<file path="config.mk">
export PLATFORM = sky130hd
export DESIGN_NAME = move_command_issuer_flat
export DESIGN_NICKNAME = d
export VERILOG_FILES = /design/src/rtl/tetris_ctrl_pkg.sv /design/src/rtl/move_command_issuer_if.sv /design/src/rtl/move_command_issuer_key_debounce.sv /design/src/rtl/move_command_issuer.sv /design/src/flat_wrapper.sv
export SDC_FILE = /design/constraint.sdc
export NUM_CORES = 1
export LEC_CHECK = 0
export CORE_UTILIZATION = 30
export DETAILED_ROUTE_END_ITERATION = 6
export GPL_TIMING_DRIVEN = 0
export HOLD_SLACK_MARGIN = 0.06
export PLACE_DENSITY = 0.47
export REMOVE_ABC_BUFFERS = 1
export SKIP_CTS_REPAIR_TIMING = 1
export SLEW_MARGIN = 5
export SYNTH_ARGS = -nofsm -noshare
export SYNTH_HDL_FRONTEND = slang
export SYNTH_HIERARCHICAL = 1
export SYNTH_SLANG_ARGS = --single-unit
</file>
<file path="constraint.sdc">
create_clock -name CLOCK_50 -period 2.5 [get_ports CLOCK_50]
set_clock_uncertainty 0.15 [all_clocks]
set_input_delay 0.5 -clock CLOCK_50 [delete_from_list [all_inputs] [get_ports CLOCK_50]]
set_output_delay 0.5 -clock CLOCK_50 [all_outputs]
set_load 0.02 [all_outputs]
</file>
<file path="src/rtl/tetris_ctrl_pkg.sv">
// -----------------------------------------------------------------------------
// tetris_ctrl_pkg
// Shared definitions for the move-request producer feeding the game-logic FSM.
//   - command index constants.  The index order is also the grant priority,
//     lowest index first: Drop > Left > Right > Down.
//   - issuer FSM state encodings
//   - default timing constants for CLOCK_50 (50 MHz)
//   - pick_winner(): priority pick of one pending command
// Optional build macro AUTO_REPEAT_EN adds the auto-repeat timing defaults.
// -----------------------------------------------------------------------------
package tetris_ctrl_pkg;

   localparam int NUM_CMDS  = 4;
   localparam int CMD_DROP  = 0;
   localparam int CMD_LEFT  = 1;
   localparam int CMD_RIGHT = 2;
   localparam int CMD_DOWN  = 3;

   localparam int DEF_GRAV_DIV        = 25_000_000;  // 0.5 s gravity period
   localparam int DEF_DEBOUNCE_CYCLES = 500_000;     // 10 ms key stability
`ifdef AUTO_REPEAT_EN
   localparam int DEF_REPEAT_DELAY    = 15_000_000;  // 300 ms before first repeat
   localparam int DEF_REPEAT_CYCLES   = 5_000_000;   // 100 ms repeat period
`endif

   typedef enum logic [1:0] {
      ST_IDLE    = 2'd0,
      ST_REQ     = 2'd1,
      ST_RELEASE = 2'd2
   } issuer_state_t;

   // One-hot of the highest-priority set bit. Index 0 (Drop) wins first,
   // matching the consumer's decode order.
   function automatic logic [NUM_CMDS-1:0] pick_winner(input logic [NUM_CMDS-1:0] pend);
      logic [NUM_CMDS-1:0] win;
      win = '0;
      for (int k = 0; k < NUM_CMDS; k++) begin
         if (pend[k] && (win == '0)) win[k] = 1'b1;
      end
      return win;
   endfunction

endpackage

</file>
<file path="src/rtl/move_command_issuer_if.sv">
// -----------------------------------------------------------------------------
// move_command_issuer_if
// Move-request handshake between the command issuer (master) and the
// game-logic FSM (slave).
//   checkBoard                               request valid
//   DropBlock/LeftBlock/RightBlock/DownBlock one-hot command, valid only while
//                                            checkBoard=1
//   doneLogic                                completion strobe from the FSM
// Handshake: the master raises checkBoard with exactly one command bit and
// holds both unchanged until it samples doneLogic=1 on a clock edge; that edge
// completes the transfer and the command is still valid in that cycle. The
// master then drives checkBoard and all commands low for at least one cycle
// before the next request. doneLogic while checkBoard=0 has no effect.
// -----------------------------------------------------------------------------
interface move_command_issuer_if;
   logic checkBoard;
   logic DropBlock;
   logic LeftBlock;
   logic RightBlock;
   logic DownBlock;
   logic doneLogic;

   modport master (
      output checkBoard, DropBlock, LeftBlock, RightBlock, DownBlock,
      input  doneLogic
   );

   modport slave (
      input  checkBoard, DropBlock, LeftBlock, RightBlock, DownBlock,
      output doneLogic
   );
endinterface

</file>
<file path="src/rtl/move_command_issuer_key_debounce.sv">
// -----------------------------------------------------------------------------
// key_debounce
// Two-flop synchroniser, stability filter and rising-edge pulse for one key.
// Optional build macro AUTO_REPEAT_EN: while the filtered key stays high, a
// further pulse is produced REPEAT_DELAY cycles after the press and then every
// REPEAT_CYCLES cycles (only when REPEAT_ALLOW=1).
// Ports:
//   CLOCK_50  in  system clock
//   Resetn    in  synchronous active-low reset
//   i_key     in  raw asynchronous key, active-high
//   o_pulse   out one-cycle pulse per accepted press (and per repeat)
// -----------------------------------------------------------------------------
module key_debounce #(
   parameter int DEBOUNCE_CYCLES = 4
`ifdef AUTO_REPEAT_EN
   , parameter int REPEAT_DELAY  = 10
   , parameter int REPEAT_CYCLES = 3
   , parameter bit REPEAT_ALLOW  = 1'b1
`endif
) (
   input  logic CLOCK_50,
   input  logic Resetn,
   input  logic i_key,
   output logic o_pulse
);

   localparam int DB_W = $clog2(DEBOUNCE_CYCLES + 1);

   logic            r_sync1;
   logic            r_sync2;
   logic            r_stable;
   logic            r_pulse;
   logic [DB_W-1:0] r_db_cnt;
   logic            w_accept;
   logic            w_rise;
   logic            w_rep_fire;

   // The synchronised key must disagree with the accepted level for
   // DEBOUNCE_CYCLES consecutive cycles before the accepted level follows it.
   assign w_accept = (r_sync2 != r_stable) && (r_db_cnt == DB_W'(DEBOUNCE_CYCLES - 1));
   assign w_rise   = w_accept && r_sync2;

   always_ff @(posedge CLOCK_50) begin
      if (!Resetn) begin
         r_sync1  <= 1'b0;
         r_sync2  <= 1'b0;
         r_stable <= 1'b0;
         r_db_cnt <= '0;
      end else begin
         r_sync1 <= i_key;
         r_sync2 <= r_sync1;
         if (r_sync2 == r_stable) begin
            r_db_cnt <= '0;
         end else if (w_accept) begin
            r_stable <= r_sync2;
            r_db_cnt <= '0;
         end else begin
            r_db_cnt <= r_db_cnt + 1'b1;
         end
      end
   end

`ifdef AUTO_REPEAT_EN
   localparam int RP_MAX = (REPEAT_DELAY > REPEAT_CYCLES) ? REPEAT_DELAY : REPEAT_CYCLES;
   localparam int RP_W   = $clog2(RP_MAX + 1);

   logic            r_rep_phase;  // 0 = waiting first delay, 1 = periodic
   logic [RP_W-1:0] r_rep_cnt;

   // The counter starts at 0 in the first cycle the key is accepted high, so
   // the first repeat pulse lands exactly REPEAT_DELAY cycles after the press pulse.
   always_comb begin
      w_rep_fire = 1'b0;
      if (REPEAT_ALLOW && r_stable) begin
         if (r_rep_phase) w_rep_fire = (r_rep_cnt == RP_W'(REPEAT_CYCLES - 1));
         else             w_rep_fire = (r_rep_cnt == RP_W'(REPEAT_DELAY - 1));
      end
   end

   always_ff @(posedge CLOCK_50) begin
      if (!Resetn || !r_stable) begin
         r_rep_phase <= 1'b0;
         r_rep_cnt   <= '0;
      end else if (w_rep_fire) begin
         r_rep_phase <= 1'b1;
         r_rep_cnt   <= '0;
      end else begin
         r_rep_cnt   <= r_rep_cnt + 1'b1;
      end
   end
`else
   assign w_rep_fire = 1'b0;
`endif

   always_ff @(posedge CLOCK_50) begin
      if (!Resetn) r_pulse <= 1'b0;
      else         r_pulse <= w_rise | w_rep_fire;
   end

   assign o_pulse = r_pulse;

endmodule

</file>
<file path="src/rtl/move_command_issuer.sv">
// -----------------------------------------------------------------------------
// move_command_issuer
// Producer side of the move-request handshake into the game-logic FSM.
// Debounces the four player keys, runs the gravity timer, keeps one pending
// flag per command and issues one request at a time (checkBoard plus a
// one-hot command) until the FSM answers with doneLogic.
// Optional build macro AUTO_REPEAT_EN: Left/Right/Down auto-repeat while held
// (adds parameters REPEAT_DELAY and REPEAT_CYCLES).
// Ports:
//   CLOCK_50          in  system clock
//   Resetn            in  synchronous active-low reset
//   KeyDrop/KeyLeft/KeyRight/KeyDown  in  raw keys, active-high, asynchronous
//   GameRun           in  1 = grant requests and run gravity, 0 = paused
//   finishedDrawing   in  display idle; a new request is granted only when 1
//   busy              out 1 whenever the FSM is not IDLE
//   o_dbg_state       out current FSM state
//   cmd_if            master side of the move-request handshake
// -----------------------------------------------------------------------------
module move_command_issuer
   import tetris_ctrl_pkg::*;
#(
   parameter int GRAV_DIV        = DEF_GRAV_DIV,
   parameter int DEBOUNCE_CYCLES = DEF_DEBOUNCE_CYCLES
`ifdef AUTO_REPEAT_EN
   , parameter int REPEAT_DELAY  = DEF_REPEAT_DELAY
   , parameter int REPEAT_CYCLES = DEF_REPEAT_CYCLES
`endif
) (
   input  logic                  CLOCK_50,
   input  logic                  Resetn,
   input  logic                  KeyDrop,
   input  logic                  KeyLeft,
   input  logic                  KeyRight,
   input  logic                  KeyDown,
   input  logic                  GameRun,
   input  logic                  finishedDrawing,
   output logic                  busy,
   output issuer_state_t         o_dbg_state,
   move_command_issuer_if.master cmd_if
);

   localparam int GRAV_W = $clog2(GRAV_DIV + 1);

   issuer_state_t       r_state, w_state_next;
   logic [NUM_CMDS-1:0] r_pending;
   logic [NUM_CMDS-1:0] r_cmd, w_cmd_next;
   logic                r_check, w_check_next;
   logic [GRAV_W-1:0]   r_grav_cnt;
   logic                w_grav_tick;
   logic [NUM_CMDS-1:0] w_keys;
   logic [NUM_CMDS-1:0] w_pulse;
   logic [NUM_CMDS-1:0] w_set;
   logic [NUM_CMDS-1:0] w_clr;
   logic [NUM_CMDS-1:0] w_grant;

   assign w_keys[CMD_DROP]  = KeyDrop;
   assign w_keys[CMD_LEFT]  = KeyLeft;
   assign w_keys[CMD_RIGHT] = KeyRight;
   assign w_keys[CMD_DOWN]  = KeyDown;

   for (genvar g = 0; g < NUM_CMDS; g++) begin : g_key
      key_debounce #(
         .DEBOUNCE_CYCLES (DEBOUNCE_CYCLES)
`ifdef AUTO_REPEAT_EN
         , .REPEAT_DELAY  (REPEAT_DELAY)
         , .REPEAT_CYCLES (REPEAT_CYCLES)
         , .REPEAT_ALLOW  (g != CMD_DROP)
`endif
      ) u_db (
         .CLOCK_50 (CLOCK_50),
         .Resetn   (Resetn),
         .i_key    (w_keys[g]),
         .o_pulse  (w_pulse[g])
      );
   end

   // Gravity: free-running while GameRun=1, frozen while paused.
   assign w_grav_tick = GameRun && (r_grav_cnt == GRAV_W'(GRAV_DIV - 1));

   always_ff @(posedge CLOCK_50) begin
      if (!Resetn) begin
         r_grav_cnt <= '0;
      end else if (GameRun) begin
         if (w_grav_tick) r_grav_cnt <= '0;
         else             r_grav_cnt <= r_grav_cnt + 1'b1;
      end
   end

   always_comb begin
      w_set           = w_pulse;
      w_set[CMD_DOWN] = w_pulse[CMD_DOWN] | w_grav_tick;
   end

   // A set arriving in the same cycle as the clear of that flag survives,
   // so a press landing on a grant is never lost.
   always_ff @(posedge CLOCK_50) begin
      if (!Resetn) r_pending <= '0;
      else         r_pending <= (r_pending & ~w_clr) | w_set;
   end

   always_ff @(posedge CLOCK_50) begin
      if (!Resetn) begin
         r_state <= ST_IDLE;
         r_cmd   <= '0;
         r_check <= 1'b0;
      end else begin
         r_state <= w_state_next;
         r_cmd   <= w_cmd_next;
         r_check <= w_check_next;
      end
   end

   always_comb begin
      w_state_next = r_state;
      w_cmd_next   = r_cmd;
      w_check_next = r_check;
      w_grant      = '0;
      w_clr        = '0;
      case (r_state)
         ST_IDLE: begin
            w_cmd_next   = '0;
            w_check_next = 1'b0;
            if (GameRun && finishedDrawing && (|r_pending)) begin
               w_grant = pick_winner(r_pending);
               w_clr   = w_grant;
               // A drop lands the piece, so a queued Down is stale.
               if (w_grant[CMD_DROP]) w_clr[CMD_DOWN] = 1'b1;
               w_cmd_next   = w_grant;
               w_check_next = 1'b1;
               w_state_next = ST_REQ;
            end
         end
         ST_REQ: begin
            if (cmd_if.doneLogic) begin
               w_cmd_next   = '0;
               w_check_next = 1'b0;
               w_state_next = ST_RELEASE;
            end
         end
         ST_RELEASE: begin
            // One low cycle lets the consumer leave its completion state.
            w_cmd_next   = '0;
            w_check_next = 1'b0;
            w_state_next = ST_IDLE;
         end
         default: begin
            w_cmd_next   = '0;
            w_check_next = 1'b0;
            w_state_next = ST_IDLE;
         end
      endcase
   end

   assign cmd_if.checkBoard = r_check;
   assign cmd_if.DropBlock  = r_cmd[CMD_DROP];
   assign cmd_if.LeftBlock  = r_cmd[CMD_LEFT];
   assign cmd_if.RightBlock = r_cmd[CMD_RIGHT];
   assign cmd_if.DownBlock  = r_cmd[CMD_DOWN];
   assign busy              = (r_state != ST_IDLE);
   assign o_dbg_state       = r_state;

endmodule
</file>
<file path="src/flat_wrapper.sv">
// flat-port wrapper written by rule: the top's interface ports become plain ports
module move_command_issuer_flat import tetris_ctrl_pkg::*;
#(
   parameter int GRAV_DIV        = DEF_GRAV_DIV,
   parameter int DEBOUNCE_CYCLES = DEF_DEBOUNCE_CYCLES

)
  (CLOCK_50, Resetn, KeyDrop, KeyLeft, KeyRight, KeyDown, GameRun, finishedDrawing, busy, o_dbg_state, cmd_if_checkBoard, cmd_if_DropBlock, cmd_if_LeftBlock, cmd_if_RightBlock, cmd_if_DownBlock, cmd_if_doneLogic);
  move_command_issuer_if cmd_if_i ();
  input  logic CLOCK_50;
  input  logic Resetn;
  input  logic KeyDrop;
  input  logic KeyLeft;
  input  logic KeyRight;
  input  logic KeyDown;
  input  logic GameRun;
  input  logic finishedDrawing;
  output logic busy;
  output issuer_state_t o_dbg_state;
  output wire logic [$bits(cmd_if_i.checkBoard)-1:0] cmd_if_checkBoard;
  output wire logic [$bits(cmd_if_i.DropBlock)-1:0] cmd_if_DropBlock;
  output wire logic [$bits(cmd_if_i.LeftBlock)-1:0] cmd_if_LeftBlock;
  output wire logic [$bits(cmd_if_i.RightBlock)-1:0] cmd_if_RightBlock;
  output wire logic [$bits(cmd_if_i.DownBlock)-1:0] cmd_if_DownBlock;
  input wire logic [$bits(cmd_if_i.doneLogic)-1:0] cmd_if_doneLogic;
  assign cmd_if_checkBoard = cmd_if_i.checkBoard;
  assign cmd_if_DropBlock = cmd_if_i.DropBlock;
  assign cmd_if_LeftBlock = cmd_if_i.LeftBlock;
  assign cmd_if_RightBlock = cmd_if_i.RightBlock;
  assign cmd_if_DownBlock = cmd_if_i.DownBlock;
  assign cmd_if_i.doneLogic = cmd_if_doneLogic;
  move_command_issuer #(.GRAV_DIV(GRAV_DIV), .DEBOUNCE_CYCLES(DEBOUNCE_CYCLES)) u_core (.CLOCK_50(CLOCK_50), .Resetn(Resetn), .KeyDrop(KeyDrop), .KeyLeft(KeyLeft), .KeyRight(KeyRight), .KeyDown(KeyDown), .GameRun(GameRun), .finishedDrawing(finishedDrawing), .busy(busy), .o_dbg_state(o_dbg_state), .cmd_if(cmd_if_i));
endmodule
</file>
==> flow_summary.toml <==
[run_status]
status = "finished clean"

[logic_synthesis]
async_reset_ff_share_pct = 0
synthDistinctLibCells = 48
synth-main-ff-cell = "dfxtp_1"
synth_simple_gate_area_share_pct = 33.3
synth_compound_area_share_pct = 8.23
synthCells = 654
yosys_warnings = 6
synth_top_area_cell = "dfxtp_1"
synth_area_per_cell_um2 = 8.93
synthXorXnorAreaFrac_pct = 10.2
ys_top_cells_by_area = "dfxtp_1 (44%), xnor2_1 (6.0%), nor2_1 (5.7%)"
synth_top_family_by_area = "simple AND/OR/NAND/NOR gates"
muxShareOfSynthArea_pct = 0.686
synth_fa_ha_area_share_pct = 1.07
synth_top_area_share_pct = 43.9
synth_edf_count = 0
syn_area_um2 = 5840
ys_seq_elements = 128
ys_seq_area_share_pct = 43.9

[timing]
slew_headroom_pct = 26.7
rsz0062_at_grt = "false"
max_freq_mhz = 430
min_period_ns = 2.33
finalSetupViolCount = 0
hold_viol_final = 0
slew_violations = 0
setup_ws_ns = 0.175
tightest_slew_ns = 1.10
fin_tns_setup_ns = 0
finalCritPeriodShare_pct = 93.0

[clock_network]
cts_buffers = 17
cts_sinks = 128
clk_pin_slew_worst_paths_ns = 0.06
insertion_delay_ns = 0.41
root_buffer = "clkbuf_16"
cts_htree_levels = 4
cts_tree = "yes"
cts_max_path_buffers = 2

[setup_path]
criticalPathCategory = "flop to flop"
end_kind = "flop"
reg2regPathDepth = 5
path_cells = "ha_1 -> nand4_1 -> or3_1 -> or4_1 -> a21oi_1"
critPathSlowestCell = "or3_1"
crit_family = "simple AND/OR/NAND/NOR gates"
cp.depth = 5
regToRegSetupSlack_ns = 0.17
reg2reg_from = "u_core/r_grav_cnt[0]"
reg2reg_to = "u_core/r_grav_cnt[24]"
worstPathRequired_ns = 2.70
crit_path_max_fanout = 9
cp.buffers_inverters = 0
critPathLaunchType = "flop"
arrival_ns = 2.52
max_stage_delay_ns = 0.56

[die]
die_w_um = 142
die_y_um = 142
num_rows = 50
die_area_um2 = 20000
start_util_pct = 30.9
ios = 17
fp.coreArea_um2 = 18900

[placement]
hpwl_um = 8300
port_buffers = 16
dp_cells = 912
dp_slack_ns = -0.457
place.gp.congestion = 0.788

[global_route]
grt_pass1_vias = 4406
grt_usage_pct = 12.7
antenna_found_initial = 0
grt_max_degree = 35
grt_pass1_wl_um = 20500
gr-total-overflow = 0

[detailed_routing]
via_per_inst = 4.88
drtIter0Drc = 256
drcViolationCount = 0
dr.pass1.iters = 4
wl_um = 11900
antenna_left = 0
wl_per_cell_um = 12.6
vias = 4602

[min_path]
hold_path_class = "flop to flop"
holdCritStartpoint = "u_core/g_key[1].u_db/r_sync1"
whs_endpoint = "u_core/g_key[1].u_db/r_sync2"
whs_path_depth = 1

[layout]
layout_commonest_cell = "dfxtp_1"
diodes = 0
layout-drive-gt1-share_pct = 7.89
multi_input_area_um2 = 3130
seq_area_um2 = 2560
syn_to_final_growth_pct = 17.0
mostFrequentLayoutCells = "dfxtp_1 (128), nor2_1 (88), nand2_1 (50), xnor2_1 (40), nand3_1 (38)"
nets = 685
final_core_util_pct = 36.2
final_cells = 944
nFillCells = 1950

[power_and_ir_drop]
pwr-share-comb_pct = 1.4
p_clk_share_pct = 54.8
irDropWorstVdd_v = 0.000471
seqPwrFrac_pct = 43.8
leakagePower_nw = 2.04
swShare_pct = 20.6
switchingPower_mw = 0.970
p_int_mw = 3.73
power.density_nw_per_um2 = 688

[flow_run]
max_cap_violations = 0
cells by family (layout without fill, tap and decap cells):
| logic type | count (synthesis) | after routing |
|---|---|---|
| AO/OA/AOI/OAI | 72 | 72 |
| XOR/XNOR | 68 | 68 |
| adder cells (fa/ha/maj) | 5 | 5 |
| buffers and inverters | 24 | 54 |
| flip-flops | 128 | 128 |
| multiplexers | 4 | 4 |
| AND/OR/NAND/NOR | 353 | 353 |
how the worst max path moves through the flow:
stage,start,to
2_1_floorplan,u_core/r_grav_cnt[0],u_core/r_grav_cnt[10]
3_3_place_gp,GameRun,u_core/r_grav_cnt[2]
3_5_place_dp,GameRun,u_core/r_grav_cnt[24]
4_1_cts,GameRun,u_core/r_grav_cnt[24]
5_1_grt,u_core/g_key[2].u_db/r_db_cnt[0],u_core/g_key[2].u_db/r_db_cnt[12]
6_report,u_core/r_grav_cnt[0],u_core/r_grav_cnt[24]
state kept, by name, indices dropped and copies added (netlist names):
signal                      count
u_core/r_cmd                    4
u_core/g_key.u_db/r_stable      4
u_core/r_pending                4
u_core/g_key.u_db/r_db_cnt     76
u_core/g_key.u_db/r_sync2       4
u_core/g_key.u_db/r_sync1       4
u_core/r_grav_cnt              25
u_core/cmd_if.checkBoard        1
u_core/g_key.u_db/o_pulse       4
u_core/o_dbg_state              2
power by group through the flow:
stage | logic (mW) | clock network, mW | registers, mW
2_1_floorplan | 0.0319 | 0 | 2.10
3_3_place_gp | 0.0635 | 0 | 2.10
3_5_place_dp | 0.0672 | 0 | 2.10
4_1_cts | 0.0677 | 2.64 | 2.06
5_1_grt | 0.0740 | 2.74 | 2.06
6_report | 0.0658 | 2.57 | 2.06
through the flow:
step                      instance area, um^2  power (mW)  hold slack (ns)
after floorplan                          5700        2.13            0.262
after global placement                   6190        2.17            0.267
after detailed placement                 6200        2.17            0.274
after CTS                                6830        4.77            0.291
after global routing                     6830        4.88            0.313
final                                    6830        4.70            0.286
routing by layer:
| layer | GRT usage [%] | up-vias | wire (um) |
|---|---|---|---|
| met5 | 0 | - | 0 |
| met4 | 5.04 | 0 | 191 |
| met3 | 3.58 | 16 | 403 |
| met2 | 20.6 | 56 | 5510 |
| met1 | 15.9 | 2139 | 5780 |
| li1 | - | 2391 | - |
Yosys cell counts (all sizes together), types with 2 or more instances:
master and number:
xor2 28, a22oi 3, and4 15, o31ai 13, clkbuf 4, buf 15, a21oi 31, nand2b 2
and2 20, a21boi 3, nand4 34, or3 13, mux2i 4, and3 6, ha 5, or2 6
nor2 88, or4 18, nor4 20, o21ai 16, nand3 38, nand3b 4, nor3 20, xnor2 40
nand2 50, o21a 3, inv 5, nand4bb 5, dfxtp 128, nor2b 10
layout make-up:
class / instances / share of cell area, %
multi-input cells: 502 / 45.8
clock inverters: 12 / 2.29
repair buffers: 17 / 2.58
clock buffers: 20 / 6.83
flip-flops and latches: 128 / 37.5
well taps: 260 / 4.76
inverters: 5 / 0.275
worst register-to-register path, cell delays in order, from the launching register on:
cell	delay, ns
dfxtp_1	0.42
ha_1	0.22
nand4_1	0.21
or3_1	0.56
or4_1	0.55
a21oi_1	0.14
Power figures use the tool's default switching activity.
